**config.mk**
```make
export PLATFORM = sky130hd
export DESIGN_NAME = core_sequencer_flat
export DESIGN_NICKNAME = d
export VERILOG_FILES = /design/src/rtl/core_sequencer_if.sv /design/src/rtl/core_sequencer.sv /design/src/flat_wrapper.sv
export SDC_FILE = /design/constraint.sdc
export NUM_CORES = 1
export LEC_CHECK = 0
export BUFFER_PORTS_ARGS = -buffer_cell sky130_fd_sc_hd__buf_2
export CAP_MARGIN = 5
export CORE_AREA = 2 2 155 157
export CTS_CLUSTER_SIZE = 14
export DETAILED_ROUTE_END_ITERATION = 10
export DIE_AREA = 0 0 157 159
export PLACE_DENSITY = 0.75
export RECOVER_POWER = 25
export SLEW_MARGIN = 20
export SYNTH_ARGS = -nofsm -noshare
export SYNTH_HDL_FRONTEND = slang
export SYNTH_SLANG_ARGS = --single-unit
```
**constraint.sdc**
```tcl
create_clock -name clk -period 2.3 [get_ports clk]
set_input_delay 0.46 -clock clk [delete_from_list [all_inputs] [get_ports clk]]
set_output_delay 0.46 -clock clk [all_outputs]
set_load 0.05 [all_outputs]
```
**src/rtl/core_sequencer_if.sv**
```systemverilog
// Instruction and data memory valid/ready handshakes between the core sequencer
// (master) and the memory system (slave).
interface core_sequencer_if;
    logic        imem_req_valid;
    logic        imem_req_ready;
    logic [31:0] imem_addr;
    logic        imem_rsp_valid;
    logic [31:0] imem_rsp_data;
    logic        dmem_req_valid;
    logic        dmem_req_ready;
    logic        dmem_we;
    logic [31:0] dmem_addr;
    logic [31:0] dmem_wdata;
    logic        dmem_rsp_valid;
    logic [31:0] dmem_rsp_data;

    modport master (
        output imem_req_valid, imem_addr,
        input  imem_req_ready, imem_rsp_valid, imem_rsp_data,
        output dmem_req_valid, dmem_we, dmem_addr, dmem_wdata,
        input  dmem_req_ready, dmem_rsp_valid, dmem_rsp_data
    );

    modport slave (
        input  imem_req_valid, imem_addr,
        output imem_req_ready, imem_rsp_valid, imem_rsp_data,
        input  dmem_req_valid, dmem_we, dmem_addr, dmem_wdata,
        output dmem_req_ready, dmem_rsp_valid, dmem_rsp_data
    );
endinterface

```
**src/rtl/core_sequencer.sv**
```systemverilog
// Multi-cycle control FSM for the RV32 subset core (ADD/ADDI/LUI/JALR/LW/SW).
// Owns pc/instr, sequences fetch, data access and writeback, and halts on faults.
module core_sequencer #(
    parameter logic [31:0] RESET_PC    = 32'h0000_0000,
    parameter int unsigned MEM_TIMEOUT = 255
) (
    input  logic             clk,
    input  logic             rst,
    core_sequencer_if.master bus,
    input  logic [31:0]      ex_result,
    input  logic [31:0]      ex_branch_target,
    input  logic             ex_branch_enable,
    input  logic [31:0]      rs2_data,
    output logic [31:0]      pc,
    output logic [31:0]      instr,
    output logic             rf_we,
    output logic [4:0]       rf_waddr,
    output logic [31:0]      rf_wdata,
    output logic             retire,
    output logic [31:0]      instret,
    output logic             halted,
    output logic             illegal_instr,
    output logic             misaligned,
    output logic             bus_error
);
    localparam logic [31:0] NOP        = 32'h0000_0013;
    localparam logic [15:0] WAIT_LIMIT = (MEM_TIMEOUT == 0) ? 16'd0 : 16'(MEM_TIMEOUT - 1);

    typedef enum logic [2:0] {
        FETCH_REQ, FETCH_WAIT, EXECUTE, MEM_REQ, MEM_WAIT, WRITEBACK, HALT
    } state_t;

    state_t      state, state_next;
    logic [15:0] wait_cnt;
    logic [31:0] wb_data, pc_next, dmem_addr, dmem_wdata;
    logic        dmem_we;
    logic [6:0]  opcode;
    logic [2:0]  funct3;
    logic        is_load, is_store, is_legal, is_mem, timeout_hit;
    logic        set_illegal, set_misaligned, set_bus_error;

    assign opcode   = instr[6:0];
    assign funct3   = instr[14:12];
    assign is_load  = (opcode == 7'b0000011) && (funct3 == 3'b010);
    assign is_store = (opcode == 7'b0100011) && (funct3 == 3'b010);
    assign is_mem   = is_load || is_store;
    assign is_legal = is_mem || (opcode == 7'b0110011) || (opcode == 7'b0010011)
                   || (opcode == 7'b0110111) || (opcode == 7'b1100111);

    // wait_cnt holds the number of wait cycles already spent before this one
    assign timeout_hit = (MEM_TIMEOUT != 0) && (wait_cnt == WAIT_LIMIT);

    always_ff @(posedge clk) begin
        if (rst) state <= FETCH_REQ;
        else     state <= state_next;
    end

    always_comb begin
        state_next     = state;
        set_illegal    = 1'b0;
        set_misaligned = 1'b0;
        set_bus_error  = 1'b0;
        case (state)
            FETCH_REQ:  if (bus.imem_req_ready) state_next = FETCH_WAIT;
            FETCH_WAIT: begin
                if (bus.imem_rsp_valid) state_next = EXECUTE;
                else if (timeout_hit) begin
                    state_next    = HALT;
                    set_bus_error = 1'b1;
                end
            end
            EXECUTE: begin
                if (!is_legal) begin
                    state_next  = HALT;
                    set_illegal = 1'b1;
                end else if (is_mem) begin
                    if (ex_result[1:0] != 2'b00) begin
                        state_next     = HALT;
                        set_misaligned = 1'b1;
                    end else begin
                        state_next = MEM_REQ;
                    end
                end else begin
                    state_next = WRITEBACK;
                end
            end
            MEM_REQ:  if (bus.dmem_req_ready) state_next = MEM_WAIT;
            MEM_WAIT: begin
                if (bus.dmem_rsp_valid) state_next = WRITEBACK;
                else if (timeout_hit) begin
                    state_next    = HALT;
                    set_bus_error = 1'b1;
                end
            end
            WRITEBACK: state_next = FETCH_REQ;
            default:   state_next = HALT;
        endcase
    end

    always_ff @(posedge clk) begin
        if (rst) begin
            pc            <= RESET_PC;
            instr         <= NOP;
            instret       <= '0;
            pc_next       <= '0;
            wb_data       <= '0;
            wait_cnt      <= '0;
            dmem_addr     <= '0;
            dmem_wdata    <= '0;
            dmem_we       <= 1'b0;
            illegal_instr <= 1'b0;
            misaligned    <= 1'b0;
            bus_error     <= 1'b0;
        end else begin
            if ((state_next != state) || !((state == FETCH_WAIT) || (state == MEM_WAIT)))
                wait_cnt <= '0;
            else
                wait_cnt <= wait_cnt + 16'd1;

            case (state)
                FETCH_WAIT: if (bus.imem_rsp_valid) instr <= bus.imem_rsp_data;
                EXECUTE: begin
                    pc_next <= ex_branch_enable ? ex_branch_target : pc + 32'd4;
                    if (is_mem) begin
                        if (ex_result[1:0] == 2'b00) begin
                            dmem_addr  <= ex_result;
                            dmem_we    <= is_store;
                            dmem_wdata <= rs2_data;
                        end
                    end else begin
                        wb_data <= ex_result;
                    end
                end
                MEM_WAIT: if (bus.dmem_rsp_valid && !dmem_we) wb_data <= bus.dmem_rsp_data;
                WRITEBACK: begin
                    pc      <= pc_next;
                    instret <= instret + 32'd1;
                end
                default: ;
            endcase

            if (set_illegal)    illegal_instr <= 1'b1;
            if (set_misaligned) misaligned    <= 1'b1;
            if (set_bus_error)  bus_error     <= 1'b1;
        end
    end

    // all strobes and valids decode from state only, never from a ready input
    assign bus.imem_req_valid = (state == FETCH_REQ);
    assign bus.imem_addr      = pc;
    assign bus.dmem_req_valid = (state == MEM_REQ);
    assign bus.dmem_we        = dmem_we;
    assign bus.dmem_addr      = dmem_addr;
    assign bus.dmem_wdata     = dmem_wdata;

    assign retire   = (state == WRITEBACK);
    assign rf_we    = retire && !is_store && (instr[11:7] != 5'd0);
    assign rf_waddr = instr[11:7];
    assign rf_wdata = wb_data;
    assign halted   = (state == HALT);
endmodule

```
**src/flat_wrapper.sv**
```systemverilog
// flat-port wrapper written by rule: the top's interface ports become plain ports
module core_sequencer_flat 
#(
    parameter logic [31:0] RESET_PC    = 32'h0000_0000,
    parameter int unsigned MEM_TIMEOUT = 255
)
  (clk, rst, ex_result, ex_branch_target, ex_branch_enable, rs2_data, pc, instr, rf_we, rf_waddr, rf_wdata, retire, instret, halted, illegal_instr, misaligned, bus_error, bus_imem_req_valid, bus_imem_addr, bus_imem_req_ready, bus_imem_rsp_valid, bus_imem_rsp_data, bus_dmem_req_valid, bus_dmem_we, bus_dmem_addr, bus_dmem_wdata, bus_dmem_req_ready, bus_dmem_rsp_valid, bus_dmem_rsp_data);
  core_sequencer_if bus_i ();
  input  logic clk;
  input  logic rst;
  input  logic [31:0] ex_result;
  input  logic [31:0] ex_branch_target;
  input  logic ex_branch_enable;
  input  logic [31:0] rs2_data;
  output logic [31:0] pc;
  output logic [31:0] instr;
  output logic rf_we;
  output logic [4:0] rf_waddr;
  output logic [31:0] rf_wdata;
  output logic retire;
  output logic [31:0] instret;
  output logic halted;
  output logic illegal_instr;
  output logic misaligned;
  output logic bus_error;
  output wire logic [$bits(bus_i.imem_req_valid)-1:0] bus_imem_req_valid;
  output wire logic [$bits(bus_i.imem_addr)-1:0] bus_imem_addr;
  input wire logic [$bits(bus_i.imem_req_ready)-1:0] bus_imem_req_ready;
  input wire logic [$bits(bus_i.imem_rsp_valid)-1:0] bus_imem_rsp_valid;
  input wire logic [$bits(bus_i.imem_rsp_data)-1:0] bus_imem_rsp_data;
  output wire logic [$bits(bus_i.dmem_req_valid)-1:0] bus_dmem_req_valid;
  output wire logic [$bits(bus_i.dmem_we)-1:0] bus_dmem_we;
  output wire logic [$bits(bus_i.dmem_addr)-1:0] bus_dmem_addr;
  output wire logic [$bits(bus_i.dmem_wdata)-1:0] bus_dmem_wdata;
  input wire logic [$bits(bus_i.dmem_req_ready)-1:0] bus_dmem_req_ready;
  input wire logic [$bits(bus_i.dmem_rsp_valid)-1:0] bus_dmem_rsp_valid;
  input wire logic [$bits(bus_i.dmem_rsp_data)-1:0] bus_dmem_rsp_data;
  assign bus_imem_req_valid = bus_i.imem_req_valid;
  assign bus_imem_addr = bus_i.imem_addr;
  assign bus_i.imem_req_ready = bus_imem_req_ready;
  assign bus_i.imem_rsp_valid = bus_imem_rsp_valid;
  assign bus_i.imem_rsp_data = bus_imem_rsp_data;
  assign bus_dmem_req_valid = bus_i.dmem_req_valid;
  assign bus_dmem_we = bus_i.dmem_we;
  assign bus_dmem_addr = bus_i.dmem_addr;
  assign bus_dmem_wdata = bus_i.dmem_wdata;
  assign bus_i.dmem_req_ready = bus_dmem_req_ready;
  assign bus_i.dmem_rsp_valid = bus_dmem_rsp_valid;
  assign bus_i.dmem_rsp_data = bus_dmem_rsp_data;
  core_sequencer #(.RESET_PC(RESET_PC), .MEM_TIMEOUT(MEM_TIMEOUT)) u_core (.clk(clk), .rst(rst), .bus(bus_i), .ex_result(ex_result), .ex_branch_target(ex_branch_target), .ex_branch_enable(ex_branch_enable), .rs2_data(rs2_data), .pc(pc), .instr(instr), .rf_we(rf_we), .rf_waddr(rf_waddr), .rf_wdata(rf_wdata), .retire(retire), .instret(instret), .halted(halted), .illegal_instr(illegal_instr), .misaligned(misaligned), .bus_error(bus_error));
endmodule
```
==> impl_results.html <==
<table>
<tr><th>Metric</th><th>Value</th></tr>
<tr><th colspan="2">Min path</th></tr>
<tr><td>Worst hold path class</td><td>input pin to flip-flop</td></tr>
<tr><th colspan="2">Synth</th></tr>
<tr><td>Sequential share of the synthesized area</td><td>46.42%</td></tr>
<tr><td>Main flop type after synthesis</td><td>sky130_fd_sc_hd__dfxtp_1</td></tr>
<tr><td>Library cell occupying the most area in the post-synthesis netlist</td><td>sky130_fd_sc_hd__dfxtp_1</td></tr>
<tr><td>Post-Synthesis Net Count</td><td>1,489</td></tr>
<tr><td>Proportion of netlist area held by the largest area contributor</td><td>46.42%</td></tr>
<tr><td>EDFF count, synth</td><td>0</td></tr>
<tr><td>Mean Syn Cell Area</td><td>slightly above 8 um^2</td></tr>
<tr><td>Number of library cell types mapped by synthesis</td><td>a little over 50</td></tr>
<tr><td>Synthesized area</td><td>around 0.011 mm^2</td></tr>
<tr><td>Cells taking the most area after synthesis</td><td>sky130_fd_sc_hd__dfxtp_1, sky130_fd_sc_hd__nand2_1, sky130_fd_sc_hd__a21oi_1</td></tr>
<tr><td>Async SR Flop Fraction</td><td>0%</td></tr>
<tr><td>Post-synthesis register bit count</td><td>247</td></tr>
<tr><td>Warnings, synthesis</td><td>0</td></tr>
<tr><td>Post-synthesis cell count</td><td>1,318</td></tr>
<tr><th colspan="2">Place</th></tr>
<tr><td>Number of I/O port buffers</td><td>404</td></tr>
<tr><td>Post-Place Cell Area</td><td>0.01273 mm^2</td></tr>
<tr><td>Half-perimeter wire length after detailed placement</td><td>21,870 um</td></tr>
<tr><td>Last weighted congestion value of the routability-driven placer</td><td>between 0.8 and 0.9</td></tr>
<tr><td>DP Cell Count</td><td>1,945</td></tr>
<tr><th colspan="2">STA</th></tr>
<tr><td>Final worst path period need</td><td>2.250 ns</td></tr>
<tr><td>Final critical-path share of the clock period</td><td>97.83%</td></tr>
<tr><td>Finish-stage setup viols</td><td>0</td></tr>
<tr><td>Unrepaired setup endpoints after global routing</td><td>false</td></tr>
<tr><td>Final hold slack</td><td>between 0.1 and 0.15 ns</td></tr>
<tr><td>Final Slew Violations</td><td>0</td></tr>
<tr><td>Fin Setup TNS</td><td>0 ns</td></tr>
<tr><td>Setup clock skew after layout</td><td>0.01343 ns</td></tr>
<tr><td>Highest clock frequency the design can meet</td><td>~0.44 GHz</td></tr>
<tr><td>Transition at the pin with the smallest max-transition slack</td><td>0.8300 ns</td></tr>
<tr><td>Headroom to the max-slew limit</td><td>44.66%</td></tr>
<tr><td>Number of hold violations in the final report</td><td>0</td></tr>
<tr><th colspan="2">GRT</th></tr>
<tr><td>First-pass GRT wire length</td><td>49,200 um</td></tr>
<tr><td>Number of global-route vias before repair</td><td>between 9k and 10k</td></tr>
<tr><td>GRT Resource Usage Total</td><td>between 20% and 30%</td></tr>
<tr><td>Antenna violations before repair</td><td>0</td></tr>
<tr><td>Pin count of the biggest net entering global routing</td><td>107</td></tr>
<tr><td>Grt ovf</td><td>0</td></tr>
<tr><th colspan="2">Critical path</th></tr>
<tr><td>Cell breakdown of the critical path</td><td>or4_4 &gt; o21ai_4 &gt; a21oi_4 &gt; buf_6</td></tr>
<tr><td>Critical Path RT</td><td>1.84 ns</td></tr>
<tr><td>Slack of the worst reg-to-reg path</td><td>0.16 ns</td></tr>
<tr><td>Slowest cell on crit path</td><td>sky130_fd_sc_hd__or4_4</td></tr>
<tr><td>Maximum fanout encountered on the critical timing path</td><td>4</td></tr>
<tr><td>Number of buffer and inverter instances along the worst setup path</td><td>1</td></tr>
<tr><td>Data arrival time at the worst-slack endpoint</td><td>roughly 1.8 ns</td></tr>
<tr><td>WS Path Type</td><td>flip-flop to output port</td></tr>
<tr><td>Delay of the slowest cell on the worst path</td><td>0.56 ns</td></tr>
<tr><td>Largest delay share family, worst path</td><td>simple AND/OR/NAND/NOR gates</td></tr>
<tr><td>Setup crit end kind</td><td>output port</td></tr>
<tr><td>Crit start category</td><td>flip-flop</td></tr>
<tr><th colspan="2">Die</th></tr>
<tr><td>Standard-cell rows</td><td>56</td></tr>
<tr><td>Core footprint</td><td>0.02319 mm^2</td></tr>
<tr><td>Initial standard-cell utilization of the core</td><td>45.93%</td></tr>
<tr><td>Die Y-Extent</td><td>about 160 um</td></tr>
<tr><td>Die Footprint</td><td>around 0.025 mm^2</td></tr>
<tr><td>Ports</td><td>405</td></tr>
<tr><td>Die width</td><td>157 um</td></tr>
<tr><th colspan="2">Detailed routing</th></tr>
<tr><td>Total wire length after detailed routing</td><td>31,500 um</td></tr>
<tr><td>Number of remaining DRC errors</td><td>0</td></tr>
<tr><td>Violation count after the first detailed-routing iteration</td><td>798</td></tr>
<tr><td>Routed vias</td><td>10.31k</td></tr>
<tr><td>Post-DRT Antenna Nets</td><td>0</td></tr>
<tr><td>Via count normalized by instance count</td><td>just over 5</td></tr>
<tr><td>Average wire length per cell after detail routing</td><td>~16 um</td></tr>
<tr><td>First-pass detailed-route iteration total</td><td>5</td></tr>
<tr><th colspan="2">Power</th></tr>
<tr><td>Leakage power of the design</td><td>5.371 nW</td></tr>
<tr><td>Pwr/cell area</td><td>700.9 mW/mm^2</td></tr>
<tr><td>Switching part of the total</td><td>between 20% and 30%</td></tr>
<tr><td>Net switching power</td><td>approximately 0.0023 W</td></tr>
<tr><td>Int Power</td><td>just over 0.007 W</td></tr>
<tr><td>Clk network pwr share</td><td>47.3%</td></tr>
<tr><td>Combinational share of power</td><td>7.1%</td></tr>
<tr><td>Relative contribution of sequential cells to total power</td><td>45.7%</td></tr>
<tr><td>Peak supply drop</td><td>0.5807 mV</td></tr>
<tr><th colspan="2">Clock network</th></tr>
<tr><td>Cts bufs inserted</td><td>28</td></tr>
<tr><td>CTS tree</td><td>yes</td></tr>
<tr><td>Cell chosen for the clock root</td><td>sky130_fd_sc_hd__clkbuf_16</td></tr>
<tr><td>Number of buffers on the longest clock path</td><td>3</td></tr>
<tr><td>Max H-tree Level</td><td>1</td></tr>
<tr><td>Worst-path clk slew</td><td>~0.06 ns</td></tr>
<tr><td>Number of sinks handled by clock tree synthesis</td><td>247</td></tr>
<tr><td>Clock network latency to the later pin of the worst-skew pair</td><td>0.54 ns</td></tr>
<tr><th colspan="2">Final layout</th></tr>
<tr><td>Diodes inserted</td><td>0</td></tr>
<tr><td>Count of placed standard cells in the final layout, fillers left out</td><td>roughly 2k</td></tr>
<tr><td>Fraction of final layout cells with drive strength greater than 1</td><td>25.57%</td></tr>
<tr><td>Post-synthesis to final-layout area growth</td><td>28.05%</td></tr>
<tr><td>Number of nets at the end of the flow</td><td>1,828</td></tr>
<tr><td>Post-layout instance area</td><td>0.01364 mm^2</td></tr>
<tr><td>Total of fill cells in the finished design</td><td>2,199</td></tr>
<tr><th colspan="2">Flow run</th></tr>
<tr><td>Number of violations of the max-capacitance limit</td><td>0</td></tr>
<tr><th colspan="2">Run status</th></tr>
<tr><td>Outcome</td><td>completed</td></tr>
</table>
sequential cells by signal, indices dropped and copies added (netlist names):
name and count:
u_core.bus_error 1, u_core.bus.dmem_wdata 32, u_core.state 3, u_core.rf_wdata 32, u_core.misaligned 1, u_core.illegal_instr 1, u_core.instret 32, u_core.bus.imem_addr 32
u_core.bus.dmem_we 1, u_core.bus.dmem_addr 32, u_core.instr 32, u_core.wait_cnt 16, u_core.pc_next 32
cells in the final DEF (no fill, tap or decap), types with 27 or more instances in the layout:
cell                        instances
sky130_fd_sc_hd__dfxtp_1          244
sky130_fd_sc_hd__nand2_1          312
sky130_fd_sc_hd__nor2_1           103
sky130_fd_sc_hd__a211oi_1          39
sky130_fd_sc_hd__buf_4             27
sky130_fd_sc_hd__mux2i_1           35
sky130_fd_sc_hd__clkbuf_16         29
sky130_fd_sc_hd__a21oi_1          153
sky130_fd_sc_hd__nand3_1           30
sky130_fd_sc_hd__xnor2_1           42
sky130_fd_sc_hd__buf_2            314
sky130_fd_sc_hd__clkbuf_1          87
area by class of cell:
class | instances | area [um^2] | area share (%)
Clock buffer | 39 | 863.3 | 6.330
Clock inverter | 12 | 92.59 | 0.6788
Inverter | 25 | 93.84 | 0.6880
Multi-Input combinational cell | 919 | 5022 | 36.82
Sequential cell | 247 | 4949 | 36.28
Tap cell | 319 | 399.1 | 2.926
Timing Repair Buffer | 436 | 2220 | 16.27
stage by stage:
step                total power [W]  utilization [%]  setup WS, ns
finish                     0.009560            58.81       0.04995
global route               0.009912            58.81     0.0006812
CTS                        0.009653            59.21     0.0004723
detailed placement         0.005131            54.90        0.1692
global placement           0.005124            54.90        0.2144
floorplan                  0.004852                -      0.006332
cell families after synthesis:
group	count (synthesis)	synth area share, %
fa+ha+maj	4	0.4699
xor+xnor	60	4.934
buf+inv	152	7.212
compound gates	254	13.71
simple gates	566	23.96
mux	35	3.289
flops	247	46.42
worst paths after layout:
check | startpoint | end | cells past startpoint
min reg2reg | u_core.pc_next[3] | u_core.bus.imem_addr[3] | 2
min | bus_imem_rsp_data[4] | u_core.instr[4] | 3
max reg2reg | u_core.bus.imem_addr[7] | u_core.pc_next[29] | 5
max | u_core.instr[8] | rf_we | 4
cell usage after synthesis, drive strengths merged, types with 10 or more instances:
library cell    n
nand3          31
xnor2          42
buf            65
nor3           24
a211oi         39
mux2i          35
nor2          104
nand2         312
o21ai          26
inv            25
clkbuf         62
a21oi         154
a31oi          10
xor2           18
nand4          14
nor4           18
dfxtp         247
and3           13
power by group through the flow:
stage	clock (W)	combinational (W)	sequential [W]
detailed placement	0	0.000675	0.00446
global placement	0	0.000670	0.00445
floorplan	0	0.000258	0.00459
global route	0.00481	0.000733	0.00437
CTS	0.00461	0.000685	0.00436
finish	0.00452	0.000676	0.00437
metal layers:
| metal | GRT usage [%] | vias to the layer above | wire length [um] |
|---|---|---|---|
| li1 | - | 5097 | - |
| met1 | 29.63 | 4743 | 13030 |
| met2 | 41.39 | 409 | 15260 |
| met3 | 5.144 | 56 | 2306 |
| met4 | 7.548 | 0 | 904 |
| met5 | 0 | - | 0 |
worst register-to-register path: cells and delay by family, from the launching register on:
family          cells  cell delay (ns)
flops               1             0.46
compound gates      3             0.65
simple gates        2             0.91
what timing repair did:
| item | CTS | global route |
|---|---|---|
| endpoints found under the hold margin | 0 | 0 |
| buffers inserted | 1 | 0 |
| hold buffers | 0 | 0 |
| pin swaps | 2 | 2 |
| gates resized for setup | 10 | 3 |
| endpoints found under the setup margin | 2 | 9 |
(Power assumes the default switching activity.)
